### src/rtl/grey_dec_counter.sv
// Multi-digit decimal counter, Johnson-coded digits.
// Up/down, sanitising load, wrap pulse, byte-wise snapshot readout.
module grey_dec_counter #(
    parameter int DIGITS = 12,
    parameter int SEL_W  = 8
) (
    input  logic                  i_clk,
    input  logic                  i_rst_n,
    input  logic                  i_en,
    input  logic                  i_dir,
    input  logic                  i_load,
    input  logic [5*DIGITS-1:0]   i_init,
    input  logic                  i_snap,
    input  logic [SEL_W-1:0]      i_sel,
    output logic [5*DIGITS-1:0]   o_digits,
    output logic [7:0]            o_cnt,
    output logic                  o_carry,
    output logic                  o_err,
    output logic                  o_snap_vld
);

    localparam int W = 5 * DIGITS;
    localparam int B = (W + 7) / 8;

    localparam logic [4:0] D_ZERO = 5'b00000;
    localparam logic [4:0] D_NINE = 5'b10000;

    logic [W-1:0]   digits_q;
    logic [W-1:0]   digits_d;
    logic [W-1:0]   load_val;
    logic           load_bad;
    logic           wrap;
    logic [W-1:0]   snap_q;
    logic [B*8-1:0] snap_vec;
    logic           carry_q;
    logic           err_q;
    logic           snap_vld_q;

    function automatic logic code_ok(input logic [4:0] d);
        case (d)
            5'b00000, 5'b00001, 5'b00011, 5'b00111, 5'b01111,
            5'b11111, 5'b11110, 5'b11100, 5'b11000, 5'b10000:
                code_ok = 1'b1;
            default:
                code_ok = 1'b0;
        endcase
    endfunction

    // Johnson step up: shift left, feed back inverted MSB.
    function automatic logic [4:0] step_up(input logic [4:0] d);
        step_up = {d[3:0], ~d[4]};
    endfunction

    // Johnson step down: shift right, feed back inverted LSB.
    function automatic logic [4:0] step_dn(input logic [4:0] d);
        step_dn = {~d[0], d[4:1]};
    endfunction

    // Parallel-load sanitiser: invalid digits become zero.
    always_comb begin
        load_val = '0;
        load_bad = 1'b0;
        for (int k = 0; k < DIGITS; k++) begin
            if (code_ok(i_init[5*k +: 5])) begin
                load_val[5*k +: 5] = i_init[5*k +: 5];
            end else begin
                load_bad = 1'b1;
            end
        end
    end

    // Single-edge carry chain; wrap is the carry out of the top digit.
    always_comb begin
        logic       step;
        logic [4:0] cur;
        digits_d = digits_q;
        step     = i_en;
        for (int k = 0; k < DIGITS; k++) begin
            cur = digits_q[5*k +: 5];
            if (step) begin
                digits_d[5*k +: 5] = i_dir ? step_up(cur) : step_dn(cur);
            end
            step = step & (cur == (i_dir ? D_NINE : D_ZERO));
        end
        wrap = step;
        if (i_load) begin
            digits_d = load_val;
        end
    end

    // Counter, wrap pulse and error flag.
    always_ff @(posedge i_clk or negedge i_rst_n) begin
        if (!i_rst_n) begin
            digits_q <= '0;
            carry_q  <= 1'b0;
            err_q    <= 1'b0;
        end else begin
            digits_q <= digits_d;
            carry_q  <= ~i_load & wrap;
            if (i_load) begin
                err_q <= load_bad;
            end
        end
    end

    // Snapshot captures the pre-update count.
    always_ff @(posedge i_clk or negedge i_rst_n) begin
        if (!i_rst_n) begin
            snap_q     <= '0;
            snap_vld_q <= 1'b0;
        end else if (i_snap) begin
            snap_q     <= digits_q;
            snap_vld_q <= 1'b1;
        end
    end

    assign snap_vec = (B*8)'(snap_q);

    // Byte mux; out-of-range selects read as zero.
    always_comb begin
        o_cnt = 8'h00;
        for (int b = 0; b < B; b++) begin
            if (i_sel == SEL_W'(b)) begin
                o_cnt = snap_vec[8*b +: 8];
            end
        end
    end

    assign o_digits   = digits_q;
    assign o_carry    = carry_q;
    assign o_err      = err_q;
    assign o_snap_vld = snap_vld_q;

endmodule

### config.mk
export PLATFORM = sky130hd
export DESIGN_NAME = grey_dec_counter
export DESIGN_NICKNAME = d
export VERILOG_FILES = /design/src/rtl/grey_dec_counter.sv
export SDC_FILE = /design/constraint.sdc
export NUM_CORES = 1
export LEC_CHECK = 0
export ABC_AREA = 1
export CAP_MARGIN = 20
export CORE_MARGIN = 2
export CORE_UTILIZATION = 56
export CTS_CLUSTER_SIZE = 8
export DETAILED_ROUTE_END_ITERATION = 16
export GPL_ROUTABILITY_DRIVEN = 0
export GPL_TIMING_DRIVEN = 0
export PLACE_DENSITY = 0.86
export SLEW_MARGIN = 40
export SYNTH_ARGS = -nofsm -noshare
export SYNTH_HDL_FRONTEND = slang
export SYNTH_SLANG_ARGS = --single-unit
export TNS_END_PERCENT = 1
### constraint.sdc
create_clock -name i_clk -period 4.2 [get_ports i_clk]
set_input_delay 0.84 -clock i_clk [delete_from_list [all_inputs] [get_ports i_clk]]
set_output_delay 0.84 -clock i_clk [all_outputs]
set_load 0.005 [all_outputs]
# Yosys cells after proc, flatten, opt, wreduce, memory -nomap -nowiden
# Memories as Yosys holds them, arrays and structs flattened.
# Index checks and enable logic that the tools add are counted.
# totals
register_bits,123
romBits,384
output_inout_bits,71
n_memories,12
# memory_table
memory,words,word_bits,read_ports,rd_clocked_by_memory_dff,wr,line,text
(name not given),32,1,1,0,0,40,case (d)
(name not given),32,1,1,0,0,40,
(name not given),32,1,1,0,0,40,
(name not given),32,1,1,0,0,40,
(name not given),32,1,1,0,0,40,
(name not given),32,1,1,0,0,40,
6 more memories,n/a,n/a,n/a,n/a,n/a,n/a,
# op_classes
eq_ne,19
n_mux,58
n_bitwise,38
n_reduce_logical,13
# op_table
operator,count
2-to-1 mux 5 bit,37
2-to-1 mux 8 bit,8
equality test 5 bit,12
2-to-1 mux 60 bit,1
"equality test 8 x 3 -> 1 bit, second input constant",4
NOT 1 bit,25
nonzero test 2 bit,12
"equality test 8 x 2 -> 1 bit, second input constant",2
bitwise AND 1 bit,13
2-to-1 mux 1 bit,12
"equality test 8 x 1 -> 1 bit, second input constant",1
logical NOT 8 bit,1

# Logic depth before layout (Yosys ltp)
# logic_depth
depth_word,15
ltp_mapped,12
depth_no_buf,12

# Least setup slack after synthesis
# No wires, ideal clock.
# synth_path
path_kind,input to output
from,input i_sel[3]
to,output o_cnt[0]
arrival_ns,1.953
setup_slack_ns,1.407
cell_stages,8
path_buffers,0
cell_sequence,or2_2 > nor2_1 > inv_1 > nor2_1 > inv_1 > o21ai_0 > o22ai_1 > nand4_1
# synth_between
elab_chain_len,9
word_cells_on_any_way,16
cone_classes,eq/ne: 7; mux: 8; reduce/logical: 1
# synth_rtl
element,line,text
"start, declared",14,"input logic [SEL_W-1:0] i_sel,"
logical NOT 8 bit,123,if (i_sel == SEL_W'(b)) begin
2-to-1 mux 8 bit (7 in a row),123,
2-to-1 mux 8 bit *,123,
"end, declared",16,"output logic [7:0] o_cnt,"
# Mark *: on every way between the ends. The rest lies on a longest branch, timed or not.

# Final worst setup path
# layout_path
from,input i_sel[3]
to,output o_cnt[5]
# Same word-level chain as after synthesis.

==> flow_metrics.py <==
metrics = {
    "timing": {
        "fin_ws_ns": 0.194,
        "finalHoldViolations": 0,
        "fin_skew_ns": 0.00795,
        "finalSetupViolations": 0,
        "rsz0062_at_grt": "no",
        "drv_slew": 0,
        "fmax_mhz": 250,
        "slew_headroom_pct": 48.5,
        "tightest_slew_ns": 0.772,
        "layout_min_cycle_time_ns": 4.01,
        "finalCritPeriodShare_pct": 95.4,
        "tns_ns": 0,
    },
    "clock_tree": {
        "ctsLongestPathBuffers": 2,
        "clk_latency_ns": 0.43,
        "cts_sinks": 123,
        "cts_buffers": 17,
        "ctsHoldBuffers": 0,
        "path_clk_slew_ns": 0.06,
        "cts_tree": "done",
        "cts_root_buf": "clkbuf_16",
        "cts_max_level": 4,
    },
    "grt": {
        "grtUsageTotal_pct": 36.6,
        "gr-total-overflow": 0,
        "grt_pass1_wl_um": 37900,
        "first_global_vias": 7520,
        "gr-max-usage-layer": "met2",
        "grt_start_max_net_pins": 63,
        "use_met2_pct": 54.4,
        "use_met1_pct": 50.5,
        "antenna_found_initial": 0,
        "grt.met3_usage_pct": 9.63,
    },
    "placement": {
        "port_buffers": 144,
        "dpl.cell_count": 1329,
        "dp_slack_ns": 0.153,
        "detailed_place_hpwl_um": 17800,
    },
    "worst_hold_path": {
        "hold_class": "input pin to async pin",
    },
    "yosys": {
        "syn_inst": 1012,
        "yosys.area.top_type_share_pct": 43.0,
        "netlist_area_mm2": 0.00716,
        "netlist-cell-type-count": 40,
        "synth_nets": 1086,
        "synth.avg_cell_area_um2": 7.08,
        "ys.warnings.count": 0,
        "synth_top_cells_by_area": "dfrtp_1, o21ai_0, nand2_1",
        "yosysTopAreaCell": "dfrtp_1",
        "ys_seq_area_share_pct": 43.0,
        "synth.ff_latch_count": 123,
    },
    "detailed_routing": {
        "drt_iter0_drc": 1140,
        "via_count": 8072,
        "finalWirelength_um": 24000,
        "drc_errors": 0,
        "dr.pass1.iters": 6,
        "wl_per_cell_um": 17.6,
        "drtAntennaViolNets": 0,
        "avgViaCountPerCell": 5.93,
    },
    "setup_path": {
        "worstReg2RegStart": "o_digits[4]",
        "end_kind": "output pin",
        "crit_chain": "clkdlybuf4s50_1 > or2_2 > nor2_2 > nand2_1 > o22ai_1 > a21oi_1 > nand2_1 > o21ai_0 > a31oi_1 > clkdlybuf4s50_1",
        "regToRegSetupSlack_ns": 1.92,
        "worstPathArrival_ns": 3.17,
        "required_ns": 3.36,
        "crit_path_start": "i_sel[3]",
        "start_kind": "input pin",
        "slowest_stage": "clkdlybuf4s50_1",
        "crit_fanout": 8,
        "max_stage_delay_ns": 0.53,
        "crit_type": "input pin to output pin",
    },
    "power": {
        "p_switching_uw": 1140,
        "seqPwrFrac_pct": 40.9,
        "power_frac_comb_pct": 20.9,
        "intPower_uw": 2520,
        "p_sw_share_pct": 31.2,
        "ir_worst_vdd_mv": 0.303,
        "power_density_mw_per_mm2": 388,
        "p_leak_uw": 0.00422,
        "clockPowerShare_pct": 38.2,
    },
    "die": {
        "die_w_um": 117,
        "dieHeight_um": 117,
        "design.core.area_mm2": 0.0126,
        "die_area_mm2": 0.0137,
        "start_util_pct": 57.0,
        "num_rows": 41,
        "ios": 145,
    },
    "run_status": {
        "status": "finished clean",
    },
    "job": {
        "maxCapViolCount": 0,
    },
    "cells_and_area": {
        "drive_gt1_share_pct": 4.71,
        "fin_cells": 1361,
        "nets": 1250,
        "num_antenna_cells": 0,
        "syn_to_final_growth_pct": 31.6,
    },
}
[through the flow]
step	cell area, µm²	total power, µW	hold slack [ns]	utilization [%]
after floorplan	7160	1810	0.437	-
after global placement	8820	2230	0.451	70.2
after detailed placement	8850	2250	0.470	70.4
after CTS	9430	3630	0.368	75.0
after global routing	9430	3820	0.387	75.0
final	9430	3660	0.353	75.0
[worst paths after layout]
| check | depth (start not counted) | end |
|---|---|---|
| min in group i_clk | 1 | o_snap_vld |
| max in group asynchronous | 2 | snap_q[51] |
| max | 10 | o_cnt[5] |
| min | 1 | o_digits[2] |
| min reg2reg | 1 | o_snap_vld |
| max reg2reg | 10 | o_digits[49] |
[area by class of cell]
| type | instances | area (µm²) |
|---|---|---|
| timing repair buffer | 145 | 1470 |
| clock buffer | 19 | 453 |
| multi-input combinational | 710 | 3410 |
| clock inverter | 13 | 120 |
| fill | 960 | 3140 |
| sequential | 123 | 3080 |
| inverter | 140 | 526 |
| buffer | 39 | 151 |
| tap | 172 | 215 |
[cell usage after synthesis (all sizes together)]
| master | number |
|---|---|
| o2111ai | 4 |
| or2 | 3 |
| clkbuf | 27 |
| o211a | 1 |
| nor4 | 5 |
| buf | 12 |
| a211oi | 1 |
| o41a | 1 |
| o21ai | 191 |
| a21boi | 1 |
| dfrtp | 123 |
| a41oi | 1 |
| nand3 | 56 |
| nand2 | 217 |
| o22ai | 6 |
| o21a | 2 |
| nand4 | 8 |
| nor2 | 104 |
| o221ai | 5 |
| or3 | 1 |
| o211ai | 7 |
| a31oi | 31 |
| o31ai | 6 |
| nor3 | 13 |
| inv | 138 |
| clkinv | 2 |
| a21oi | 46 |
[layout by cell type (no fill, tap or decap), drive strengths merged, types with 2 or more instances in the layout]
cell type,netlist,final
o211ai,7,7
a31oi,31,31
or2,3,3
buf,12,14
clkdlybuf4s50,0,143
o21a,2,2
inv,138,139
o22ai,6,6
nor4,5,5
nand2,217,217
o221ai,5,5
a21oi,46,46
nor2,104,104
o31ai,6,6
nor3,13,13
clkinvlp,0,3
clkinv,2,10
dfrtp,123,123
nand4,8,8
o21ai,191,191
o2111ai,4,4
clkbuf,27,46
nand3,56,56
[critical path: cells and delay by family]
kind / cells / cell delay, ns
AOI/OAI and AO/OA: 4 / 0.60
and+or+nand+nor: 4 / 0.79
buffers and inverters: 2 / 0.94
[flip-flops by register name (all words and copies together), names as in the netlist]
name and cells:
o_digits 60, o_snap_vld 1, o_err 1, snap_q 60, o_carry 1
[repair_timing]
| action | CTS | global route |
|---|---|---|
| setup endpoints to repair | 0 | 2 |
| resized for setup | 0 | 1 |
| buffers inserted | 0 | 0 |
[power groups by stage]
stage | logic [µW] | registers (µW) | clock network (µW)
finish | 766 | 1500 | 1400
floorplan | 361 | 1450 | 0
detailed placement | 743 | 1510 | 0
global route | 848 | 1510 | 1460
global placement | 720 | 1510 | 0
CTS | 753 | 1490 | 1390
[metal layers]
| metal | up-vias | share of wire [%] |
|---|---|---|
| met5 | - | 0 |
| met3 | 113 | 13 |
| li1 | 3705 | - |
| met2 | 623 | 44 |
| met4 | 0 | 4.3 |
| met1 | 3631 | 39 |
[cell families after synthesis]
| family | after synthesis | share of synthesized area [%] |
|---|---|---|
| buf+inv | 179 | 9.45 |
| simple gates | 407 | 24.5 |
| compound gates | 303 | 23.1 |
| flops | 123 | 43.0 |
No activity file was read; power rests on OpenSTA's default activity.
